File: config.mk
export PLATFORM = sky130hd
export DESIGN_NAME = prng_sched
export DESIGN_NICKNAME = d
export VERILOG_FILES = /design/src/rtl/prng_pkg.sv /design/src/rtl/prng_byte_mux.sv /design/src/rtl/prng_sched.sv
export SDC_FILE = /design/constraint.sdc
export NUM_CORES = 1
export LEC_CHECK = 0
export CAP_MARGIN = 30
export CORE_MARGIN = 10
export CORE_UTILIZATION = 48
export CTS_CLUSTER_DIAMETER = 200
export DETAILED_ROUTE_END_ITERATION = 6
export PLACE_DENSITY = 0.86
export SYNTH_ARGS = -nofsm -noshare
export SYNTH_HDL_FRONTEND = slang
export SYNTH_SLANG_ARGS = --single-unit
File: constraint.sdc
create_clock -name clk -period 2.23 [get_ports clk]
set_input_delay 0.446 -clock clk [delete_from_list [all_inputs] [get_ports clk]]
set_output_delay 0.446 -clock clk [all_outputs]
set_load 0.005 [all_outputs]
File: src/rtl/prng_pkg.sv
// Shared types, widths and LFSR helpers for the PRNG scheduler.
package prng_pkg;

   localparam int unsigned D_W    = 16;
   localparam int unsigned C_W    = 8;
   localparam int unsigned BYTE_W = 8;
   localparam int unsigned SEED_W = 24;
   localparam int unsigned IDX_W  = 3;
   localparam int unsigned TICK_W = 24;

   // Feedback taps: data bits 15,14,12,3; control bits 7,5,4,3
   localparam logic [D_W-1:0] D_TAPS = 16'hD008;
   localparam logic [C_W-1:0] C_TAPS = 8'hB8;

   localparam logic [TICK_W-1:0] TICK_DIV_DEFAULT = 24'd10_000_000;

   typedef logic [1:0] state_t;
   localparam state_t ST_IDLE    = 2'd0;
   localparam state_t ST_STEP    = 2'd1;
   localparam state_t ST_DELIVER = 2'd2;

   function automatic logic [D_W-1:0] d_step(input logic [D_W-1:0] d);
      return {d[D_W-2:0], ~(^(d & D_TAPS))};
   endfunction

   function automatic logic [C_W-1:0] c_step(input logic [C_W-1:0] c);
      return {c[C_W-2:0], ~(^(c & C_TAPS))};
   endfunction

   // All-ones is the XNOR lock-up state; substitute zero
   function automatic logic [D_W-1:0] d_unlock(input logic [D_W-1:0] s);
      return (&s) ? '0 : s;
   endfunction

   function automatic logic [C_W-1:0] c_unlock(input logic [C_W-1:0] s);
      return (&s) ? '0 : s;
   endfunction

endpackage

File: src/rtl/prng_byte_mux.sv
// Folds the 16-bit data LFSR into a byte, each bit chosen by a control LFSR bit.
module prng_byte_mux
   import prng_pkg::*;
(
   input  logic [D_W-1:0]    d,
   input  logic [C_W-1:0]    c,
   output logic [BYTE_W-1:0] mux_byte_c
);

   for (genvar j = 0; j < BYTE_W; j++) begin : g_sel
      assign mux_byte_c[j] = c[j] ? d[2*j+1] : d[2*j];
   end

endmodule

File: src/rtl/prng_sched.sv
// Round-robin random-byte server with display tick; reseeding is enabled by
// defining PRNG_SCHED_RESEED_EN.
module prng_sched
   import prng_pkg::*;
#(
   parameter int unsigned        NREQ     = 4,
   parameter logic [TICK_W-1:0]  TICK_DIV = TICK_DIV_DEFAULT
) (
   input  logic              clk,
   input  logic              reset,
   input  logic [NREQ-1:0]   req,
   output logic [NREQ-1:0]   gnt,
   output logic              rnd_valid,
   output logic [BYTE_W-1:0] rnd_data,
   input  logic              seed_load,
   input  logic [SEED_W-1:0] seed,
   output logic              tick,
   output logic [BYTE_W-1:0] disp_byte
);

   localparam logic [NREQ-1:0]  GNT_ONE  = NREQ'(1);
   localparam logic [IDX_W-1:0] LAST_RST = IDX_W'(NREQ - 1);

   state_t              state, state_nxt;
   logic [D_W-1:0]      d_q;
   logic [C_W-1:0]      c_q;
   logic [IDX_W-1:0]    winner, last_grant, pick, cand;
   logic [3:0]          sum;
   logic [7:0]          req8;
   logic [BYTE_W-1:0]   mux_byte;
   logic [TICK_W-1:0]   tick_cnt, tick_cnt_nxt;
   logic                tick_now, tick_adv;
   logic                step_req, latch_win, deliver, seed_ld;

`ifdef PRNG_SCHED_RESEED_EN
   assign seed_ld = seed_load;
`else
   logic unused_seed_load;
   assign unused_seed_load = seed_load;
   assign seed_ld          = 1'b0;
`endif

   prng_byte_mux u_mux (
      .d          (d_q),
      .c          (c_q),
      .mux_byte_c (mux_byte)
   );

   assign req8 = 8'(req);

   // Round-robin search from last_grant+1; the nearest requester is assigned last
   always_comb begin
      pick = last_grant;
      sum  = '0;
      cand = '0;
      for (int unsigned k = NREQ; k >= 1; k--) begin
         sum = 4'(last_grant) + 4'(k);
         if (sum >= 4'(NREQ)) sum = sum - 4'(NREQ);
         cand = sum[IDX_W-1:0];
         if (req8[cand]) pick = cand;
      end
   end

   assign tick_now     = (tick_cnt == TICK_DIV - TICK_W'(1));
   assign tick_cnt_nxt = tick_now ? '0 : tick_cnt + TICK_W'(1);
   // A tick only steps the LFSRs when no requester could be using them
   assign tick_adv     = tick_now && (state == ST_IDLE) && (req == '0);

   always_ff @(posedge clk) begin
      if (reset) state <= ST_IDLE;
      else       state <= state_nxt;
   end

   always_comb begin
      state_nxt = state;
      step_req  = 1'b0;
      latch_win = 1'b0;
      deliver   = 1'b0;
      case (state)
         ST_IDLE: begin
            if (|req) begin
               latch_win = 1'b1;
               state_nxt = ST_STEP;
            end
         end
         ST_STEP: begin
            step_req  = 1'b1;
            state_nxt = req8[winner] ? ST_DELIVER : ST_IDLE;
         end
         ST_DELIVER: begin
            deliver   = 1'b1;
            state_nxt = ST_IDLE;
         end
         default: state_nxt = ST_IDLE;
      endcase
      if (seed_ld) begin
         state_nxt = ST_IDLE;
         step_req  = 1'b0;
         latch_win = 1'b0;
         deliver   = 1'b0;
      end
   end

   always_ff @(posedge clk) begin
      if (reset) begin
         d_q        <= '0;
         c_q        <= '0;
         winner     <= '0;
         last_grant <= LAST_RST;
         gnt        <= '0;
         rnd_valid  <= 1'b0;
         rnd_data   <= '0;
         disp_byte  <= '0;
         tick       <= 1'b0;
         tick_cnt   <= '0;
      end else begin
         tick_cnt <= tick_cnt_nxt;
         tick     <= (tick_cnt_nxt == TICK_DIV - TICK_W'(1));
         if (tick_now) disp_byte <= mux_byte;

         if (seed_ld) begin
            d_q <= d_unlock(seed[D_W-1:0]);
            c_q <= c_unlock(seed[SEED_W-1:D_W]);
         end else if (step_req || tick_adv) begin
            d_q <= d_step(d_q);
            c_q <= c_step(c_q);
         end

         if (latch_win) winner <= pick;

         rnd_valid <= deliver;
         gnt       <= deliver ? (GNT_ONE << winner) : '0;
         if (deliver) begin
            rnd_data   <= mux_byte;
            last_grant <= winner;
         end
      end
   end

endmodule

==> results of run 1 <==
where the power goes:
group	internal (mW)	switching (mW)	total, mW
Combinational	0.120	0.132	0.251
Sequential	1.42	0.0307	1.45
Clock	0.649	0.552	1.20
what timing repair did:
item	in CTS	in global routing
setup endpoints to repair	0	9
resized for setup	0	6
hold buffers	0	0
sequential cells by signal (all words and copies together) (netlist names):
register and cells:
c_q 8, d_q 16, disp_byte 8, gnt 4, last_grant 3, rnd_data 8, rnd_valid 1, state 2
tick 1, tick_cnt 24, winner 3
worst max path at each step:
| stage | end | from |
|---|---|---|
| floorplan | d_q[10] | tick_cnt[0] |
| global placement | d_q[13] | req[1] |
| detailed placement | d_q[2] | req[1] |
| CTS | d_q[10] | tick_cnt[14] |
| global route | d_q[10] | tick_cnt[10] |
| finish | d_q[10] | tick_cnt[14] |
layout by cell type (no fill, tap or decap), types with 5 or more instances in the layout:
master           count
nor2_1              92
dfxtp_1             75
mux2i_1             36
buf_4               27
clkdlybuf4s50_1     26
xnor2_1             20
nand2_1             16
a21oi_1             13
inv_1               11
nand3_1             10
a211oi_1            10
clkbuf_8             9
nor2b_1              7
nand4_1              7
nor3_1               7
xor2_1               7
or3_1                5
o21ai_0              5
per-layer routing:
metal	GRT usage	share of wire	vias to the layer above
met2	0.232	0.48	94
li1	-	-	1437
met4	0.0647	0.024	0
met5	0	0	-
met3	0.0414	0.062	22
met1	0.173	0.44	1386
per-stage QoR:
stage / worst slack [ns] / total power, mW
2_1_floorplan: 0.0144 / 1.65
3_3_place_gp: -0.0337 / 1.72
3_5_place_dp: -0.112 / 1.74
4_1_cts: 0.0706 / 2.92
5_1_grt: 0.00142 / 3.01
6_report: 0.0984 / 2.91
logic make-up (layout without fill, tap and decap cells):
| group | Yosys count | in the layout | share of synthesized area |
|---|---|---|---|
| AOI/OAI and AO/OA | 44 | 44 | 0.0860 |
| DFF | 78 | 78 | 0.447 |
| adders and majority gates | 3 | 3 | 0.0107 |
| and+or+nand+nor | 172 | 172 | 0.238 |
| xor gates and xnor gates | 27 | 27 | 0.0677 |
| buffers and inverters | 30 | 82 | 0.0373 |
| muxes | 38 | 38 | 0.113 |
cell type report:
class / instances / area [um^2]
Clock inverter: 7 / 105
Clock buffer: 9 / 124
Timing Repair Buffer: 55 / 488
Sequential cell: 78 / 1570
Fill cell: 607 / 2910
Multi-Input combinational cell: 284 / 1810
Tap cell: 99 / 124
Inverter: 11 / 41.3
==> impl_summary.log, run 1 <==
[metrics] DRC violation count after routing: 0
[metrics] estimated wirelength of the detail-placed design: 5560 um
[metrics] maximum clock path buffer count: 2
[metrics] transition time of the tightest slew-check pin: about 0.63 ns
[metrics] Cells after Synth: 392
[metrics] startpoint types: flip-flop
[metrics] cell with the most instances after synthesis: nor2_1
[metrics] Hold Startpoint: tick_cnt[0]
[metrics] list of cells traversed by the critical path: or4_1 > nor2_2 > nand4_1 > a21oi_2 > buf_12 > mux2i_1 > nor2_1
[metrics] Critical Path Max Stage Delay: 0.57 ns
[metrics] share of synthesized area occupied by flip-flops and latches: 0.447
[metrics] share of final-layout standard cells stronger than drive strength 1: 0.135
[metrics] Crit path depth: 7
[metrics] number of buffers and inverters on the critical path: 1
[metrics] via count of the first global-routing pass: 2865
[metrics] worst min-delay path endpoint: tick_cnt[0]
[metrics] nets@finish: roughly 470
[metrics] total negative slack for setup checks: 0 ns
[metrics] total core area: 0.00718 mm^2
[metrics] via/cell ratio: 5.41
[metrics] critical path peak fanout: 24
[metrics] post-placement cell count: 527
[metrics] reg-to-reg startpoint: tick_cnt[14]
[metrics] total number of H-tree levels: 3
[metrics] worst-case reg-to-reg path depth: 7
[metrics] fraction of the cycle the final worst path needs: 0.956
[metrics] Finished Layout Cells: roughly 540
[metrics] total routing resource utilization after global routing: 0.143
[metrics] Routed WL per cell: 14.8 um
[metrics] maximum number of pins on one net before global-route repair: 63
[metrics] TritonCTS Buffers: 9
[metrics] cell type group with the largest total delay on the critical path: simple AND/OR/NAND/NOR gates
[metrics] synth warn: 0
[metrics] power density of the placed cells: 682 mW/mm^2
[metrics] Post-Syn Area: 0.00349 mm^2
[metrics] area overhead of the layout relative to synthesis: 22.0%
[metrics] Worst path slowest cell: or4_1
[metrics] area after detailed placement: roughly 0.0040 mm^2
[metrics] count of pins over their slew limit: 0
[metrics] Hold Crit Class: reg -> reg
[metrics] total wire length: 8010 um
[metrics] worst endpoint required time: between 2 and 2.5 ns
[metrics] Final Hold Vio Count: 0
[metrics] post-detailed-route count of antenna-violating nets: 0
[metrics] Clock Skew: 0.00843 ns
[metrics] worst slew slack as a fraction of its limit: 0.580
[metrics] final number of setup-violating endpoints: 0
[metrics] Top FF cell, synth: dfxtp_1
[metrics] n_diodes: 0
[metrics] first-pass GRT wire length: about 13000 um
[metrics] root cell of the clock tree: clkbuf_8
[metrics] Final Critical Period: 2.13 ns
[metrics] chip height: 105 um
[metrics] count of different cell masters after synthesis: 51
[metrics] post-CTS setup-driven buffer insertion count: 0
[metrics] number of cells traversed by the worst hold path: 1
[metrics] Crit Reg-Reg Endpoint: d_q[10]
[metrics] post-synthesis sequential element count: 78
[metrics] Area contributors post-synth: dfxtp_1 45%, mux2i_1 10%, nor2_1 10%
[metrics] initial antenna violation count: 0
[metrics] boundary pin count: 53
[metrics] kind of critical path: reg -> reg
[metrics] CTS sink cnt: 78
[metrics] clock transition time at the flip-flop clock pins of the worst setup and hold paths: 0.08 ns
[metrics] initial drt markers: 158
[metrics] overall die width: 105 um
[metrics] maximum clock frequency: 0.469 GHz
[metrics] arrival time worst endpoint: 2.36 ns
[metrics] status: finished, final reports clean
[metrics] source-to-sink clock delay at the later pin of the worst-skew pair: around 0.36 ns
[metrics] Fin Hold WS: 0.447 ns
[metrics] dominant cell type by area after synthesis: dfxtp_1
[metrics] via count: around 3000
[metrics] Synthesized Nets: roughly 430
[metrics] average cell area after synthesis: 8.91 um^2
[metrics] setup repair after global routing missed its margin: no
[metrics] Worst IR Drop VDD: a little under 0.0004 V
[metrics] endpoint kind of the worst setup timing path: flip-flop
[metrics] share of the synthesized area in the top cell type: 0.447
[metrics] die area: approximately 0.011 mm^2
[metrics] number of violations of the max-capacitance limit: 0
[metrics] final weighted congestion of routability-driven global placement: 0.944
[metrics] async set-or-reset flop fraction in the synthesized netlist: 0
[metrics] static leakage: 1.57 nW
[metrics] Post-synth top cells: 93 x nor2_1, 78 x dfxtp_1, 36 x mux2i_1
[metrics] CTS tree: done
[metrics] Port Buffer Count: 27
[metrics] Std-Cell Rows: 31
[metrics] core occupancy in the finished layout: 0.594
[metrics] setup slack on the worst flop-to-flop path: 0.1 ns
[metrics] starting density of the core: 0.487
[metrics] total congestion overflow after global routing: 0
[metrics] post-route standard cell area excluding fillers: 0.00426 mm^2
[metrics] number of enable-type register cells in the synthesized netlist: 0
[metrics] DR pass1 iterations: 4
Power figures use the tool's default switching activity.
==> inputs of run 2 (changes only) <==
CAP_MARGIN = 20   (was 30)
==> results of run 2 <==
The final DEF is identical to that of run 1; final timing and power are the same.
==> inputs of run 3 (changes only) <==
==> constraint.sdc (replaced) <==
create_clock -name clk -period 2.23 [get_ports clk]
set_input_delay 0.223 -clock clk [delete_from_list [all_inputs] [get_ports clk]]
set_output_delay 0.223 -clock clk [all_outputs]
set_load 0.005 [all_outputs]
==> impl_summary.log, run 3 (synthesis gave the netlist of run 1 again) <==
[metrics] status: finished, final reports clean
[metrics] area after detailed placement: 0.00399 mm^2 (-0.56%)
[metrics] startpoint types: flip-flop
[metrics] via/cell ratio: 5.34 (-1.4%)
[metrics] CTS sink cnt: 78 (unchanged)
[metrics] nets@finish: 470 (-0.63%)
[metrics] post-detailed-route count of antenna-violating nets: 0 (unchanged)
[metrics] total negative slack for setup checks: 0 ns (unchanged)
[metrics] register name with the most flops: tick_cnt
[metrics] Final Hold Vio Count: 0 (unchanged)
[metrics] Worst path slowest cell: or4_4
[metrics] initial drt markers: 179 (+13%)
[metrics] Clock Skew: 0.00880 ns (+0.000367 ns)
[metrics] total wire length: 7550 um (-5.7%)
[metrics] Routed WL per cell: 14.0 um (-5.2%)
[metrics] reg-to-reg startpoint: tick_cnt[9]
[metrics] total core area: 0.00718 mm^2 (unchanged)
[metrics] worst-case reg-to-reg path depth: 6 (-1)
[metrics] setup slack on the worst flop-to-flop path: 0.10 ns (about the same)
[metrics] post-route standard cell area excluding fillers: 0.00421 mm^2 (-1.2%)
[metrics] maximum clock frequency: 0.470 GHz (+0.19%)
[metrics] root cell of the clock tree: clkbuf_8
[metrics] total congestion overflow after global routing: 0 (unchanged)
[metrics] kind of critical path: reg -> reg
[metrics] final weighted congestion of routability-driven global placement: 0.930 (-1.5%)
[metrics] first-pass GRT wire length: 12900 um (-4.3%)
[metrics] post-CTS setup-driven buffer insertion count: 0 (unchanged)
[metrics] worst endpoint required time: 2.51 ns (+0.05 ns)
[metrics] power density of the placed cells: 663 mW/mm^2 (-2.8%)
[metrics] via count of the first global-routing pass: 2769 (-3.4%)
[metrics] Hold Crit Class: in -> reg
[metrics] area overhead of the layout relative to synthesis: 20.6%
[metrics] clock transition time at the flip-flop clock pins of the worst setup and hold paths: 0.09 ns (about the same)
[metrics] count of pins over their slew limit: 0 (unchanged)
[metrics] Worst IR Drop VDD: 0.000317 V (-19%)
[metrics] total routing resource utilization after global routing: 0.137 (-0.00630)
[metrics] arrival time worst endpoint: 2.40 ns (+0.04 ns)
[metrics] transition time of the tightest slew-check pin: 0.508 ns (-0.122 ns)
[metrics] number of buffers and inverters on the critical path: 0 (-1)
[metrics] DRC violation count after routing: 0 (unchanged)
[metrics] starting density of the core: 0.487 (unchanged)
[metrics] most common library cell in the layout ignoring fill and taps: nor2_1
[metrics] Std-Cell Rows: 31 (unchanged)
[metrics] DR pass1 iterations: 4 (unchanged)
[metrics] maximum clock path buffer count: 2 (unchanged)
[metrics] initial antenna violation count: 0 (unchanged)
[metrics] number of cells traversed by the worst hold path: 2 (+1)
[metrics] layout filler cell count: 602 (-0.82%)
[metrics] critical path peak fanout: 4 (-83%)
[metrics] n_diodes: 0 (unchanged)
[metrics] worst min-delay path endpoint: tick_cnt[2]
[metrics] boundary pin count: 53 (unchanged)
[metrics] CTS tree: done
[metrics] fraction of the cycle the final worst path needs: 0.954 (-0.00180)
[metrics] overall die width: 105 um (unchanged)
[metrics] list of cells traversed by the critical path: nand4_1 > or3_1 > nor3_4 > xnor2_1 > or4_4 > nor4_2
[metrics] die area: 0.0111 mm^2 (unchanged)
[metrics] setup repair after global routing missed its margin: no
[metrics] estimated wirelength of the detail-placed design: 5370 um (-3.4%)
[metrics] final number of setup-violating endpoints: 0 (unchanged)
[metrics] number of violations of the max-capacitance limit: 0 (unchanged)
[metrics] static leakage: 1.54 nW (-1.8%)
[metrics] cell type group with the largest total delay on the critical path: simple AND/OR/NAND/NOR gates
[metrics] Fin Hold WS: 0.220 ns (-0.227 ns)
[metrics] flip-flop count of the largest register, all copies and words added: 24 (unchanged)
[metrics] Final Critical Period: 2.13 ns (-0.00402 ns)
[metrics] Port Buffer Count: 27 (unchanged)
[metrics] total number of H-tree levels: 3 (unchanged)
[metrics] worst slew slack as a fraction of its limit: 0.662 (+0.0813)
[metrics] endpoint kind of the worst setup timing path: flip-flop
[metrics] Hold Startpoint: reset
[metrics] largest registers: tick_cnt x24, d_q x16
[metrics] chip height: 105 um (unchanged)
[metrics] share of final-layout standard cells stronger than drive strength 1: 0.127 (-0.00815)
[metrics] highest-count cells in the layout ignoring fill and taps: 92 x nor2_1, 76 x dfxtp_1, 36 x mux2i_1
[metrics] Critical Path Max Stage Delay: 0.52 ns (-0.05 ns)
[metrics] Crit Reg-Reg Endpoint: tick
[metrics] maximum number of pins on one net before global-route repair: 50 (-21%)
[metrics] source-to-sink clock delay at the later pin of the worst-skew pair: 0.36 ns (about the same)
[metrics] via count: 2882 (-1.9%)
[metrics] TritonCTS Buffers: 9 (unchanged)
-- run 3: cell types whose count changed in the layout (fill, tap and decap cells not counted) --
cell / previous run / this run
or3_1: 5 / 4
or3_4: 0 / 1
buf_4: 27 / 24
dfxtp_2: 3 / 2
inv_8: 2 / 1
bufinv_16: 2 / 1
inv_6: 1 / 3
clkinvlp_4: 0 / 1
dfxtp_1: 75 / 76
nor4bb_1: 0 / 1
nor4bb_2: 1 / 0
clkinv_4: 1 / 0
-- run 3: repair_timing --
item / CTS / global route
hold buffers: 0 / 0
setup endpoints to repair: 0 / 17
resized for setup: 0 / 5
-- run 3: report_power, final --
group          switching, mW  internal (mW)  total, mW
Combinational          0.129          0.117      0.246
Clock                  0.558          0.534       1.09
Sequential            0.0305           1.42       1.45
Total                  0.718           2.08       2.79
-- run 3: worst max-delay path by stage --
stage / end / start / cells past startpoint
after floorplan: d_q[10] / tick_cnt[0] / 8
after global placement: tick / tick_cnt[3] / 6
after CTS: tick / tick_cnt[3] / 6
after global routing: tick / tick_cnt[9] / 6
final: tick / tick_cnt[9] / 6
after detailed placement: tick / tick_cnt[3] / 6
-- run 3: cell type report --
class / instances / area [um^2] / share of cell area
clock buffer: 9 / 124 / 0.0294
clock inverter: 7 / 80.1 / 0.0190
inverter: 11 / 41.3 / 0.00980
multi-input combinational: 284 / 1810 / 0.430
sequential: 78 / 1560 / 0.371
tap: 99 / 124 / 0.0294
timing repair buffer: 52 / 465 / 0.111
-- run 3: metal layers --
layer	routed length (um)	vias to the layer above	track usage
met3	455	13	0.0469
li1	-	1434	-
met1	3430	1361	0.168
met4	110	0	0.0578
met5	0	-	0
met2	3560	74	0.214
-- run 3: metrics by stage --
stage | utilization | worst slack, ns | instances | power (mW)
finish | 0.587 | 0.102 | 540 | 2.79
CTS | 0.585 | 0.0674 | 540 | 2.81
global route | 0.587 | 0.0204 | 540 | 2.90
detailed placement | 0.556 | 0.0865 | 524 | 1.73
floorplan | - | 0.0144 | 392 | 1.65
global placement | 0.556 | 0.132 | 524 | 1.72
